### src/rtl/serial_comp_ctrl.sv
// Sequencer for the bit-serial two's complementer: loads a parallel word, shifts it out LSB-first, collects the serial result.
// Latency: WIDTH cycles from the accepting edge to the done pulse; one word per WIDTH+1 cycles back-to-back.
// Backpressure: none; start is sampled only in IDLE or DONE and is ignored (not queued) while shifting.
module serial_comp_ctrl #(
    parameter int WIDTH = 8
) (
    input  logic             clk,
    input  logic             reset,
    input  logic             start,
    input  logic [WIDTH-1:0] din,
    output logic             busy,
    output logic             done,
    output logic [WIDTH-1:0] dout,
    output logic             ovf,
    output logic             zero,
    output logic             comp_x,
    output logic             comp_reset,
    input  logic             comp_y
);

    localparam int CW = $clog2(WIDTH);

    typedef enum logic [1:0] {
        S_IDLE  = 2'd0,
        S_SHIFT = 2'd1,
        S_DONE  = 2'd2
    } state_t;

    state_t           r_state;
    state_t           w_state_nxt;
    logic [WIDTH-1:0] r_sh;
    logic [WIDTH-1:0] r_res;
    logic [CW-1:0]    r_cnt;
    logic             r_ovf_c;
    logic             r_zero_c;
    logic [WIDTH-1:0] r_dout;
    logic             r_ovf;
    logic             r_zero;
    logic             r_comp_reset;

    logic             w_accept;
    logic             w_last;
    logic [WIDTH-1:0] w_res_nxt;

    // start is only honoured when no word is in flight
    assign w_accept  = start && ((r_state == S_IDLE) || (r_state == S_DONE));
    assign w_last    = (r_cnt == CW'(WIDTH - 1));
    // incoming serial bit enters at the MSB; after WIDTH shifts bit 0 lands at the LSB
    assign w_res_nxt = (r_res >> 1) | {comp_y, {(WIDTH-1){1'b0}}};

    // state register
    always_ff @(posedge clk or negedge reset) begin
        if (!reset) begin
            r_state <= S_IDLE;
        end else begin
            r_state <= w_state_nxt;
        end
    end

    // next-state logic
    always_comb begin
        w_state_nxt = r_state;
        case (r_state)
            S_IDLE:  w_state_nxt = w_accept ? S_SHIFT : S_IDLE;
            S_SHIFT: w_state_nxt = w_last ? S_DONE : S_SHIFT;
            S_DONE:  w_state_nxt = w_accept ? S_SHIFT : S_IDLE;
            default: w_state_nxt = S_IDLE;
        endcase
    end

    // state-decoded outputs; comp_x is forced low outside SHIFT
    always_comb begin
        busy   = 1'b0;
        done   = 1'b0;
        comp_x = 1'b0;
        case (r_state)
            S_SHIFT: begin
                busy   = 1'b1;
                comp_x = r_sh[0];
            end
            S_DONE:  done = 1'b1;
            default: ;
        endcase
    end

    // complementer reset follows next-state so it is released exactly for SHIFT cycles, glitch-free
    always_ff @(posedge clk or negedge reset) begin
        if (!reset) begin
            r_comp_reset <= 1'b0;
        end else begin
            r_comp_reset <= (w_state_nxt == S_SHIFT);
        end
    end

    // operand/result shifting, bit counter and flag candidates
    always_ff @(posedge clk or negedge reset) begin
        if (!reset) begin
            r_sh     <= '0;
            r_res    <= '0;
            r_cnt    <= '0;
            r_ovf_c  <= 1'b0;
            r_zero_c <= 1'b0;
        end else if (w_accept) begin
            r_sh     <= din;
            r_res    <= '0;
            r_cnt    <= '0;
            r_ovf_c  <= (din == {1'b1, {(WIDTH-1){1'b0}}});
            r_zero_c <= (din == '0);
        end else if (r_state == S_SHIFT) begin
            r_sh  <= r_sh >> 1;
            r_res <= w_res_nxt;
            // hold on the final bit so the counter never wraps
            if (!w_last) begin
                r_cnt <= r_cnt + 1'b1;
            end
        end
    end

    // publish result and flags on the edge that captures the last bit
    always_ff @(posedge clk or negedge reset) begin
        if (!reset) begin
            r_dout <= '0;
            r_ovf  <= 1'b0;
            r_zero <= 1'b0;
        end else if ((r_state == S_SHIFT) && w_last) begin
            r_dout <= w_res_nxt;
            r_ovf  <= r_ovf_c;
            r_zero <= r_zero_c;
        end
    end

    assign dout       = r_dout;
    assign ovf        = r_ovf;
    assign zero       = r_zero;
    assign comp_reset = r_comp_reset;

endmodule

### config.mk
export PLATFORM = sky130hd
export DESIGN_NAME = serial_comp_ctrl
export DESIGN_NICKNAME = d
export VERILOG_FILES = /design/src/rtl/serial_comp_ctrl.sv
export SDC_FILE = /design/constraint.sdc
export NUM_CORES = 1
export LEC_CHECK = 0
export CORE_ASPECT_RATIO = 1.5
export CORE_UTILIZATION = 40
export DETAILED_ROUTE_END_ITERATION = 8
export PLACE_DENSITY = 0.74
export SETUP_SLACK_MARGIN = 0.3
export SLEW_MARGIN = 20
export SYNTH_ARGS = -nofsm -noshare
export SYNTH_HDL_FRONTEND = slang
export SYNTH_SLANG_ARGS = --single-unit
### constraint.sdc
create_clock -name clk -period 1.85 [get_ports clk]
set_input_delay 0.37 -clock clk [delete_from_list [all_inputs] [get_ports clk]]
set_output_delay 0.37 -clock clk [all_outputs]
set_load 0.1 [all_outputs]
==> metrics.txt, run 1 <==
outcome=completed; critical path arrival=approximately 1200 ps; Hold Buf Count CTS=0; register bit count reported by yosys=33; number of endpoints failing setup at the final stage=0; Post-Layout Cell Count=186; CP Launch Type=flip-flop; Switching Fraction=43.9%; CTS tree=yes; Inst Count DP=172; min cycle time layout=1600 ps; wire length per cell=roughly 16 um; clk_lat worst skew=280 ps; DR pass1 iterations=4; share of cells above drive strength 1=33.6%; Nets=~160; largest net degree at the start of global routing=34; first-pass GRT wire length=4.73 mm; Post-Synth Adder-Cell Area=1.80%; Int Pwr=between 2 and 2.5 mW; worst hold path startpoint=r_sh[6]; commonest non-fill, non-tap cells in the layout=dfrtp_1, nand2_1, buf_12; crit path capture type=primary output; CTS Root Cell=clkbuf_8; Reg power frac=31.5%; DRT antenna net count=0; Seq/Total Area, Yosys=59.4%; Tightest Pin Transition=402 ps; Slew Viols, Final=0; Slew HR=73.2%; Yosys warning count=0; die area=roughly 0.0037 mm2; crit path from=r_state[1]; WS Path Type=flip-flop to primary output; largest family of logic cells by synthesized area=multiplexers; GP Congestion=0.743; count of different cell masters after synthesis=23; Clock Sinks=33; fin crit share=86.7%; Cell Pwr Density=1900 mW/mm2; r2r startpoint=r_cnt[0]; Gate power share=55.1%; Synth Area in Simple Gates=roughly 9.8%; worst hold-check path type=flip-flop to flip-flop; Final Hold Vio Count=0; synthesized instance count=~110; Clock Skew=approximately 3.7 ps; leakage=0.974 nW; Core ar.=0.00322 mm2; setup_tns=0 ps; clock share of power=a little over an eighth; area delta synth->final=42.6%; Sw Pwr=1.65 mW; xor and xnor area share after synthesis=0%; # Max-Cap Violations=0; # DRC=0; initial antenna violation count=0; crit-path max FO=3; Worst EP required=1480 ps; H-tree levels=2; synthesized area per cell=13.0 um2; VDD IR-drop max=0.880 mV; DIE HEIGHT=74.2 um; Cell Area, Synth=roughly 0.0014 mm2; Vias/cell=5.07; Starting Density=43.1%; GRT Total Usage=a little under a fifth; number of port buffers=25; num rows=25; vias in the first global route=1000; Syn Nets=~120; clock buffer count from CTS=5; Diodes inserted=0; mux contribution to synthesized area=16.3%; DR iter-0 viols=14; Routed Wire Length=a little under 3 mm; global route total overflow=0; crit-path cells=and2b_4 > and2_4 > buf_12; clock-pin slew on the worst setup and hold paths=about 60 ps; RSZ-0062 raised after global routing=true; fmax=0.623 GHz; post-synthesis compound-gate area fraction=9.18%; via count=943; most common cell after layout, fill and taps aside=dfrtp_1; Die X=50.1 um; # IOs=26; Detail Placement HPWL=2.20 mm; critical path's slowest cell=dfrtp_1; FILL cells=approximately 240; Slowest Stage Delay on Critical Path=roughly 380 ps; Max Buffers Root-to-Sink=2
[cells in the mapped netlist]
master | instances | area [um2]
o21ai_0 | 10 | 50.1
a22o_1 | 8 | 70.1
buf_6 | 2 | 22.5
and2_1 | 1 | 6.26
nor2_2 | 1 | 6.26
nand2_1 | 16 | 60.1
nand2b_1 | 1 | 6.26
nor4_1 | 1 | 6.26
o31ai_1 | 1 | 7.51
dfrtp_1 | 33 | 826
inv_1 | 1 | 3.75
mux2_4 | 9 | 135
ha_1 | 2 | 25.0
and2b_1 | 1 | 7.51
nand2_2 | 1 | 6.26
buf_4 | 1 | 7.51
nor3_1 | 1 | 5.00
mux2_2 | 1 | 11.3
buf_2 | 3 | 15.0
nor2b_1 | 2 | 12.5
or2_2 | 2 | 12.5
mux2i_1 | 8 | 80.1
nor3b_1 | 1 | 7.51
[power by group through the flow]
| stage | Combinational [mW] | Sequential (mW) | Clock (mW) |
|---|---|---|---|
| floorplan | 0.791 | 1.67 | 0 |
| global placement | 1.93 | 1.18 | 0 |
| detailed placement | 1.99 | 1.20 | 0 |
| CTS | 2.07 | 1.19 | 0.514 |
| global route | 2.18 | 1.22 | 0.552 |
| finish | 2.08 | 1.19 | 0.503 |
[state kept, by name, summed over array words and instances (netlist names)]
name,flops
dout,8
r_sh,8
r_res,7
r_cnt,3
r_state,2
comp_reset,1
ovf,1
r_ovf_c,1
r_zero_c,1
zero,1
[through the flow]
step / setup slack (ps) / utilization (%) / total power, mW / hold slack [ps] / instance area [um2]
2_1_floorplan: 274 / - / 2.46 / 74.4 / 1400
3_3_place_gp: 265 / 57.4 / 3.11 / 456 / 1850
3_5_place_dp: 197 / 57.4 / 3.19 / 483 / 1850
4_1_cts: 243 / 61.0 / 3.77 / 492 / 1970
5_1_grt: 206 / 61.5 / 3.95 / 535 / 1980
6_report: 246 / 61.5 / 3.77 / 488 / 1980
[final cells by class]
type / instances / area, um2 / share of cell area [%]
repair buffers: 36 / 485 / 24.5
clock buffers: 8 / 80.1 / 4.04
inverters: 1 / 3.75 / 0.189
flip-flops and latches: 33 / 826 / 41.7
well taps: 40 / 50.0 / 2.53
multi-input cells: 68 / 537 / 27.1
[path summary, 6_finish.rpt]
path,end,slack (ps),depth (start not counted)
worst max-delay path,comp_x,250,3
worst min-delay path,r_sh[5],490,2
max in group asynchronous,dout[5],1060,2
worst max register to register,r_cnt[0],390,5
worst min register to register,r_sh[5],490,2
min in group asynchronous,r_res[1],500,2
[metal layers]
layer  vias up  global-route usage (%)  wire length (um)
li1        445                       -                 -
met1       472                    17.2              1060
met2        21                    34.1              1700
met4         0                    7.62                49
met5         -                       0                 0
met3         5                    6.75               119
[kinds of logic after synthesis]
logic type,count (synthesis)
compound gates,19
fa+ha+maj,2
mux,18
flops,33
simple gates,28
buf+inv,7
[critical path: cells and delay by family, from the launching register on]
kind	cells	cell delay, ps
simple gates	2	410
flops	1	380
buf+inv	1	160
[timing repair]
action,4_1_cts,5_1_grt
cloned,0,1
setup buffers,4,1
endpoints found under the setup margin,12,4
gates resized for setup,3,1
pin swaps,0,2
Power figures use the tool's default switching activity.
==> inputs of run 2 (changes only) <==
--- a/config.mk
+++ b/config.mk
@@ -6,9 +6,9 @@
 export NUM_CORES = 1
 export LEC_CHECK = 0
 export CORE_ASPECT_RATIO = 1.5
-export CORE_UTILIZATION = 40
+export CORE_UTILIZATION = 50
 export DETAILED_ROUTE_END_ITERATION = 8
-export PLACE_DENSITY = 0.74
+export PLACE_DENSITY = 0.77
 export SETUP_SLACK_MARGIN = 0.3
 export SLEW_MARGIN = 20
 export SYNTH_ARGS = -nofsm -noshare
==> run 2 against run 1 <==
  * Fmax decreased by 0.38%
  * Routed wire length decreased by 5.2%
  * Setup slack got worse by 6.2 ps
  * Flip-flop and latch count unchanged
  * Critical path type unchanged
  * Sequential power about the same
  * Register-to-register slack got worse by 70 ps
  * Non-clock buffer count decreased by 1
  * Die area decreased by 19%
==> metrics.txt, run 2 (synthesized netlist as in run 1, its figures left out) <==
commonest non-fill, non-tap cells in the layout=dfrtp_1, nand2_1, buf_12; Worst EP required=1480 ps; CTS tree=yes; GRT Total Usage=22.1%; Final Hold Vio Count=0; Diodes inserted=0; initial antenna violation count=0; Die X=45.1 um; share of cells above drive strength 1=33.3%; fin crit share=between 80% and 90%; crit path from=r_state[1]; DIE HEIGHT=66.6 um; clock buffer count from CTS=5; FILL cells=183; area delta synth->final=43.5%; crit path to=comp_x; DR iter-0 viols=9; min cycle time layout=between 1500 and 2000 ps; DR pass1 iterations=4; WS Path Type=flip-flop to primary output; Detail Placement HPWL=between 1.5 and 2 mm; CP Launch Type=flip-flop; Max Buffers Root-to-Sink=2; die area=between 0.002 and 0.003 mm2; Routed Wire Length=2.78 mm; critical path arrival=1240 ps; crit-path max FO=2; clock-pin slew on the worst setup and hold paths=60 ps; R2R depth=5; first-pass GRT wire length=around 4.5 mm; Tightest Pin Transition=415 ps; via count=935; Cell Pwr Density=between 1500 and 2000 mW/mm2; # DRC=0; outcome=completed; Slew HR=72.3%; crit path capture type=primary output; worst hold-check path type=input port to asynchronous set/reset pin; design area=0.00199 mm2; Starting Density=a little over half; global route total overflow=0; r2r startpoint=r_cnt[0]; number of port buffers=25; VDD IR-drop max=1.13 mV; Layout Utilization=75.3%; num rows=23; Nets=between 150 and 200; Slew Viols, Final=0; fmax=0.621 GHz; vias in the first global route=938; Clock Sinks=33; RR Endpoint=r_cnt[0]; CTS Root Cell=clkbuf_8; Clock Skew=1.49 ps; clk_lat worst skew=280 ps; leakage=0.985 nW; most common cell after layout, fill and taps aside=dfrtp_1; DRT antenna net count=0; number of endpoints failing setup at the final stage=0; H-tree levels=2; Vias/cell=slightly above 5; r2r setup slk=between 300 and 400 ps; GP Congestion=0.689; RSZ-0062 raised after global routing=true; power after layout=3.83 mW; largest net degree at the start of global routing=34; # Max-Cap Violations=0; # IOs=26; setup_tns=0 ps; dpl cell area=about 0.0018 mm2; wire length per cell=15.3 um; Hold Buf Count CTS=0; Core ar.=0.00265 mm2
run 2: changes by cell type in the layout (fill, tap and decap cells not counted), sizes merged:
| cell | previous run | this run |
|---|---|---|
| buf | 25 | 24 |
| clkbuf | 8 | 7 |
run 2: power by group:
| part | internal [mW] | total [mW] | switching, mW |
|---|---|---|---|
| registers | 0.974 | 1.17 | 0.200 |
| clock network | 0.294 | 0.526 | 0.231 |
| logic | 0.917 | 2.13 | 1.21 |
run 2: per-layer routing:
layer | up-vias | global-route usage (%) | wire [um]
li1 | 443 | - | -
met1 | 464 | 24.3 | 1040
met2 | 21 | 37.0 | 1570
met3 | 7 | 6.50 | 107
met4 | 0 | 11.7 | 56
met5 | - | 0 | 0
run 2: metrics by stage:
stage	setup slack [ps]	instances	hold WS, ps
2_1_floorplan	274	107	74.4
3_3_place_gp	297	169	457
3_5_place_dp	261	169	478
4_1_cts	229	178	493
5_1_grt	200	181	517
6_report	239	181	485
run 2: worst min path at each step:
stage                   from          to  slack [ps]
floorplan              reset  comp_reset          70
finish                 reset    r_res[2]         490
detailed placement  r_zero_c    r_zero_c         480
CTS                    reset    r_res[2]         490
global route         r_ovf_c         ovf         520
global placement     r_sh[2]     r_sh[1]         460
run 2: area by class of cell:
| class | count | area, um2 | share of cell area, % |
|---|---|---|---|
| Timing Repair Buffer | 35 | 498 | 25.0 |
| Inverter | 1 | 3.75 | 0.188 |
| Multi-Input combinational cell | 68 | 534 | 26.8 |
| Sequential cell | 33 | 826 | 41.4 |
| Clock buffer | 7 | 86.3 | 4.33 |
| Tap cell | 37 | 46.3 | 2.32 |
run 2: repair_timing:
action                     4_1_cts  5_1_grt
pin swaps                        1        1
gates resized for setup          3        1
setup endpoints to repair       12        3
gates cloned                     0        1
setup buffers                    2        2
run 2: critical path: stages (launching register included):
cell     delay, ps
dfrtp_1        370
and2b_4        270
and2_4         160
buf_12         170
==> inputs of run 3 (changes only) <==
--- a/config.mk
+++ b/config.mk
@@ -8,7 +8,7 @@
 export CORE_ASPECT_RATIO = 1.5
 export CORE_UTILIZATION = 50
 export DETAILED_ROUTE_END_ITERATION = 8
-export PLACE_DENSITY = 0.77
+export PLACE_DENSITY = 0.83
 export SETUP_SLACK_MARGIN = 0.3
 export SLEW_MARGIN = 20
 export SYNTH_ARGS = -nofsm -noshare
==> run 3 against run 2 <==
  * Flip-flop and latch count is the same
  * Global-route usage grew 0.25 points
  * Die area is the same
  * Sequential share of layout area grew 0.51 points
  * Critical path depth is the same
  * Core utilization shrank 0.80 points
  * Count of clock-buffer cells in the layout is the same
  * Final area shrank 1.1%
  * Clock power grew 13%
  * Setup slack lost 20 ps
  * Sequential power is essentially flat
  * Combinational power shrank 4%
==> metrics.txt, run 3 (synthesized netlist as in run 1, its figures left out) <==
outcome=completed; Clock Sinks=33; clock share of power=around 16%; critical path arrival=1260 ps; dpl ws=186 ps; dpl cell area=0.00182 mm2; CTS Root Cell=clkbuf_8; first-pass GRT wire length=between 4 and 5 mm; initial antenna violation count=0; Final Hold Vio Count=0; FILL cells=185; commonest non-fill, non-tap cells in the layout=dfrtp_1, nand2_1, buf_12; crit path capture type=primary output; Cell Pwr Density=1940 mW/mm2; Routed Wire Length=2.87 mm; # IOs=26; via count=between 900 and 1000; crit-path max FO=4; Max Buffers Root-to-Sink=2; Post-Layout Cell Count=180; fmax=0.613 GHz; vias in the first global route=a little under 1000; Die X=45.1 um; clk_lat worst skew=290 ps; worst hold-check path type=input port to asynchronous set/reset pin; Sw Pwr=1.67 mW; R2R depth=5; min cycle time layout=1630 ps; CP Launch Type=flip-flop; Vias/cell=5.32; Worst Slack Setup Final=219 ps; register area=827 um2; Detail Placement HPWL=1.97 mm; CTS tree=yes; most common cell after layout, fill and taps aside=dfrtp_1; Int Pwr=roughly 2.2 mW; fin crit share=88.2%; largest net degree at the start of global routing=34; number of endpoints failing setup at the final stage=0; setup_tns=0 ps; Slew HR=a little over two thirds; Gate power share=53.3%; Slew Viols, Final=0; WS Path Type=flip-flop to primary output; Nets=156; DR iter-0 viols=45; DIE HEIGHT=66.6 um; number of port buffers=25; wire length per cell=~16 um; # DRC=0; num rows=23; Reg power frac=between 30% and 40%; GRT Total Usage=22.3%; Starting Density=52.5%; leakage=0.974 nW; clock-pin slew on the worst setup and hold paths=70 ps; clock buffer count from CTS=5; Clock Skew=approximately 9.4 ps; Tightest Pin Transition=between 400 and 500 ps; GP Congestion=0.785; Layout Utilization=74.5%; design area=0.00197 mm2; Diodes inserted=0; Core ar.=around 0.0026 mm2; Inst Count DP=168; VDD IR-drop max=1.06 mV; Worst EP required=1480 ps; multi-input logic area=544 um2; global route total overflow=0; DRT antenna net count=0; power after layout=3.83 mW; DR pass1 iterations=5; Switching Fraction=43.5%; area delta synth->final=41.9%; H-tree levels=2; die area=~0.003 mm2; # Max-Cap Violations=0; Min Hold Slack=between 400 and 500 ps; share of cells above drive strength 1=35.0%; RSZ-0062 raised after global routing=true
==> run 3: final cells by class <==
class                      count  area share [%]
clock buffer                   7            4.88
clock inverter                 1           0.254
inverter                       1           0.190
multi-input combinational     68            27.6
sequential                    33            41.9
tap                           37            2.35
timing repair buffer          33            22.8
==> run 3: per-layer routing <==
layer	up-vias	wire length, um	GRT usage [%]
met1	465	1070	23.4
li1	440	-	-
met5	-	0	0
met4	0	112	13.3
met2	40	1540	37.5
met3	12	157	7.32
==> run 3: critical path: stages (launching register included) <==
cell     delay (ps)
dfrtp_1         390
and2b_4         280
and2_4          150
buf_12          160
==> run 3: what timing repair did <==
item,CTS,global route
pin swaps,1,1
endpoints found under the setup margin,21,12
gates cloned,0,1
resized for setup,5,1
setup buffers,3,0
hold buffers,0,0
==> run 3: path summary, 6_finish.rpt <==
| path | start | end | slack, ps |
|---|---|---|---|
| max | r_state[1] | comp_x | 220 |
| min | reset | dout[0] | 480 |
| min in group clk | r_cnt[0] | r_cnt[0] | 480 |
| max in group asynchronous | reset | r_state[0] | 1050 |
| max reg2reg | r_cnt[0] | r_cnt[0] | 340 |
| min reg2reg | r_cnt[0] | r_cnt[0] | 480 |
==> run 3: power groups by stage <==
stage | clock (mW) | sequential, mW | combinational (mW)
2_1_floorplan | 0 | 1.67 | 0.791
3_3_place_gp | 0 | 1.18 | 1.91
3_5_place_dp | 0 | 1.20 | 1.95
4_1_cts | 0.605 | 1.19 | 2.02
5_1_grt | 0.645 | 1.22 | 2.14
6_report | 0.597 | 1.19 | 2.04
==> patch (config.mk and constraints of run 3) <==
Set the parameter `WIDTH` to 16 (it was 8).
--- a/src/rtl/serial_comp_ctrl.sv
+++ b/src/rtl/serial_comp_ctrl.sv
@@ -4,3 +4,3 @@
 module serial_comp_ctrl #(
-    parameter int WIDTH = 8
+    parameter int WIDTH = 16
 ) (
Ports: changed (resized din and dout); port bits go from 26 to 42. The function was not compared with the original's and may differ.
==> patch against run 3 <==
  * Non-clock buffer count up 25
  * Wire length up 72%
  * Largest cell class unchanged
  * Setup slack worse by 8.3 ps
  * Sequential cell count up 25
  * Final cell count up 80%
  * Synthesized cell count up 84%
  * Design area up 74%
  * Synthesized area up 71%
  * Global-route usage up 0.25 points
  * Total power up 78%
  * Utilization up 1.2 points
==> patch: results <==
[outcome]
outcome = complete, no violations

[final_layout]
layout-drive-gt1-share_pct = 28.08
layoutNonFillerInstCount = 324
fillerInstances = 297
fin_nets = 276

[place]
port_buffers = 41
dp.final_hpwl_um = 3095
placed_cell_area_sq_mm = 0.003092
dp_cells = 298
gp_congestion = 0.8407
post-place-ws_ps = 123.1

[yosys]
netlist_top_cells_area = dfrtp_1 61%, a22o_1 5.9%, nand2_1 5.7%
syn_area_per_cell_sq_um = 12.05
synth_common_cells = 58 x dfrtp_1, 36 x nand2_1, 16 x a22o_1
syn_nets = 218
synth-compound-area-share_pct = 11.81
synthAdderAreaFrac_pct = 0.5271
muxShareOfSynthArea_pct = 9.383
yosys.cell_types.count = 33
ys_seq_area_share_pct = 61.15

[worst_setup_path]
r2r_start = r_state[1]

[route]
wl_met1_um = 2026
wl_met3_um = 197
vias_per_cell = 5.318
top_layer_used = met4
firstDrtPassIters = 4
drtIter0Drc = 89
met2_length_um = 2638
routed_wl_um = 4943

[cts]
insertion_delay_ps = 330
cts_setup_buffers = 8
numCtsBuffers = 9
cts_resized = 3
htreeDepth = 3

[power]
powerDensity_mw_per_mm2 = 1976
peakVddDrop_uv = 1311
pwr-share-comb_pct = 50.0
p_total_mw = 6.798
p_sw_mw = 2.883
clk-power_mw = 1.22
p_leak_nw = 1.574

[global_routing]
use_met1_pct = 25.87
gr-usage-met2_pct = 38.56
grt_pass1_wl_um = 8307
grt_max_degree = 59
grt_use_met3_pct = 5.970
track_usage_pct = 22.58
grt_pass1_vias = 1863

[timing]
finalClockSkew_ps = 6.200
final_max_slew_viol_count = 0
worst_pin_slew_ps = 399.5
-- patch: cell count changes after synthesis, sizes merged, moves of 3 or more --
cell   change
nand2     +19
nor2      +16
mux2i      -6
nand3      +3
a31oi     +15
o21ai      -9
buf        +3
a22o       +8
dfrtp     +25
mux2       +8
-- patch: layout make-up --
class / count / share of cell area, %
inverter: 2 / 0.4365
timing repair buffer: 58 / 23.35
multi-input combinational: 126 / 25.35
clock inverter: 1 / 0.8730
tap: 64 / 2.328
clock buffer: 15 / 5.420
sequential: 58 / 42.23
-- patch: final timing paths --
kind	to	slack, ps	depth (start not counted)
setup / recovery	comp_x	210	4
hold / removal	r_sh[8]	40	2
setup reg to reg	dout[7]	380	5
hold reg to reg	r_zero_c	490	2
max in group asynchronous	r_state[0]	1550	2
min in group clk	r_zero_c	490	2
-- patch: critical path, cell delays in order, from the launching register on --
cell and delay [ps]:
dfrtp_1 400, nand2b_4 180, inv_8 60, and2_4 140
buf_12 160
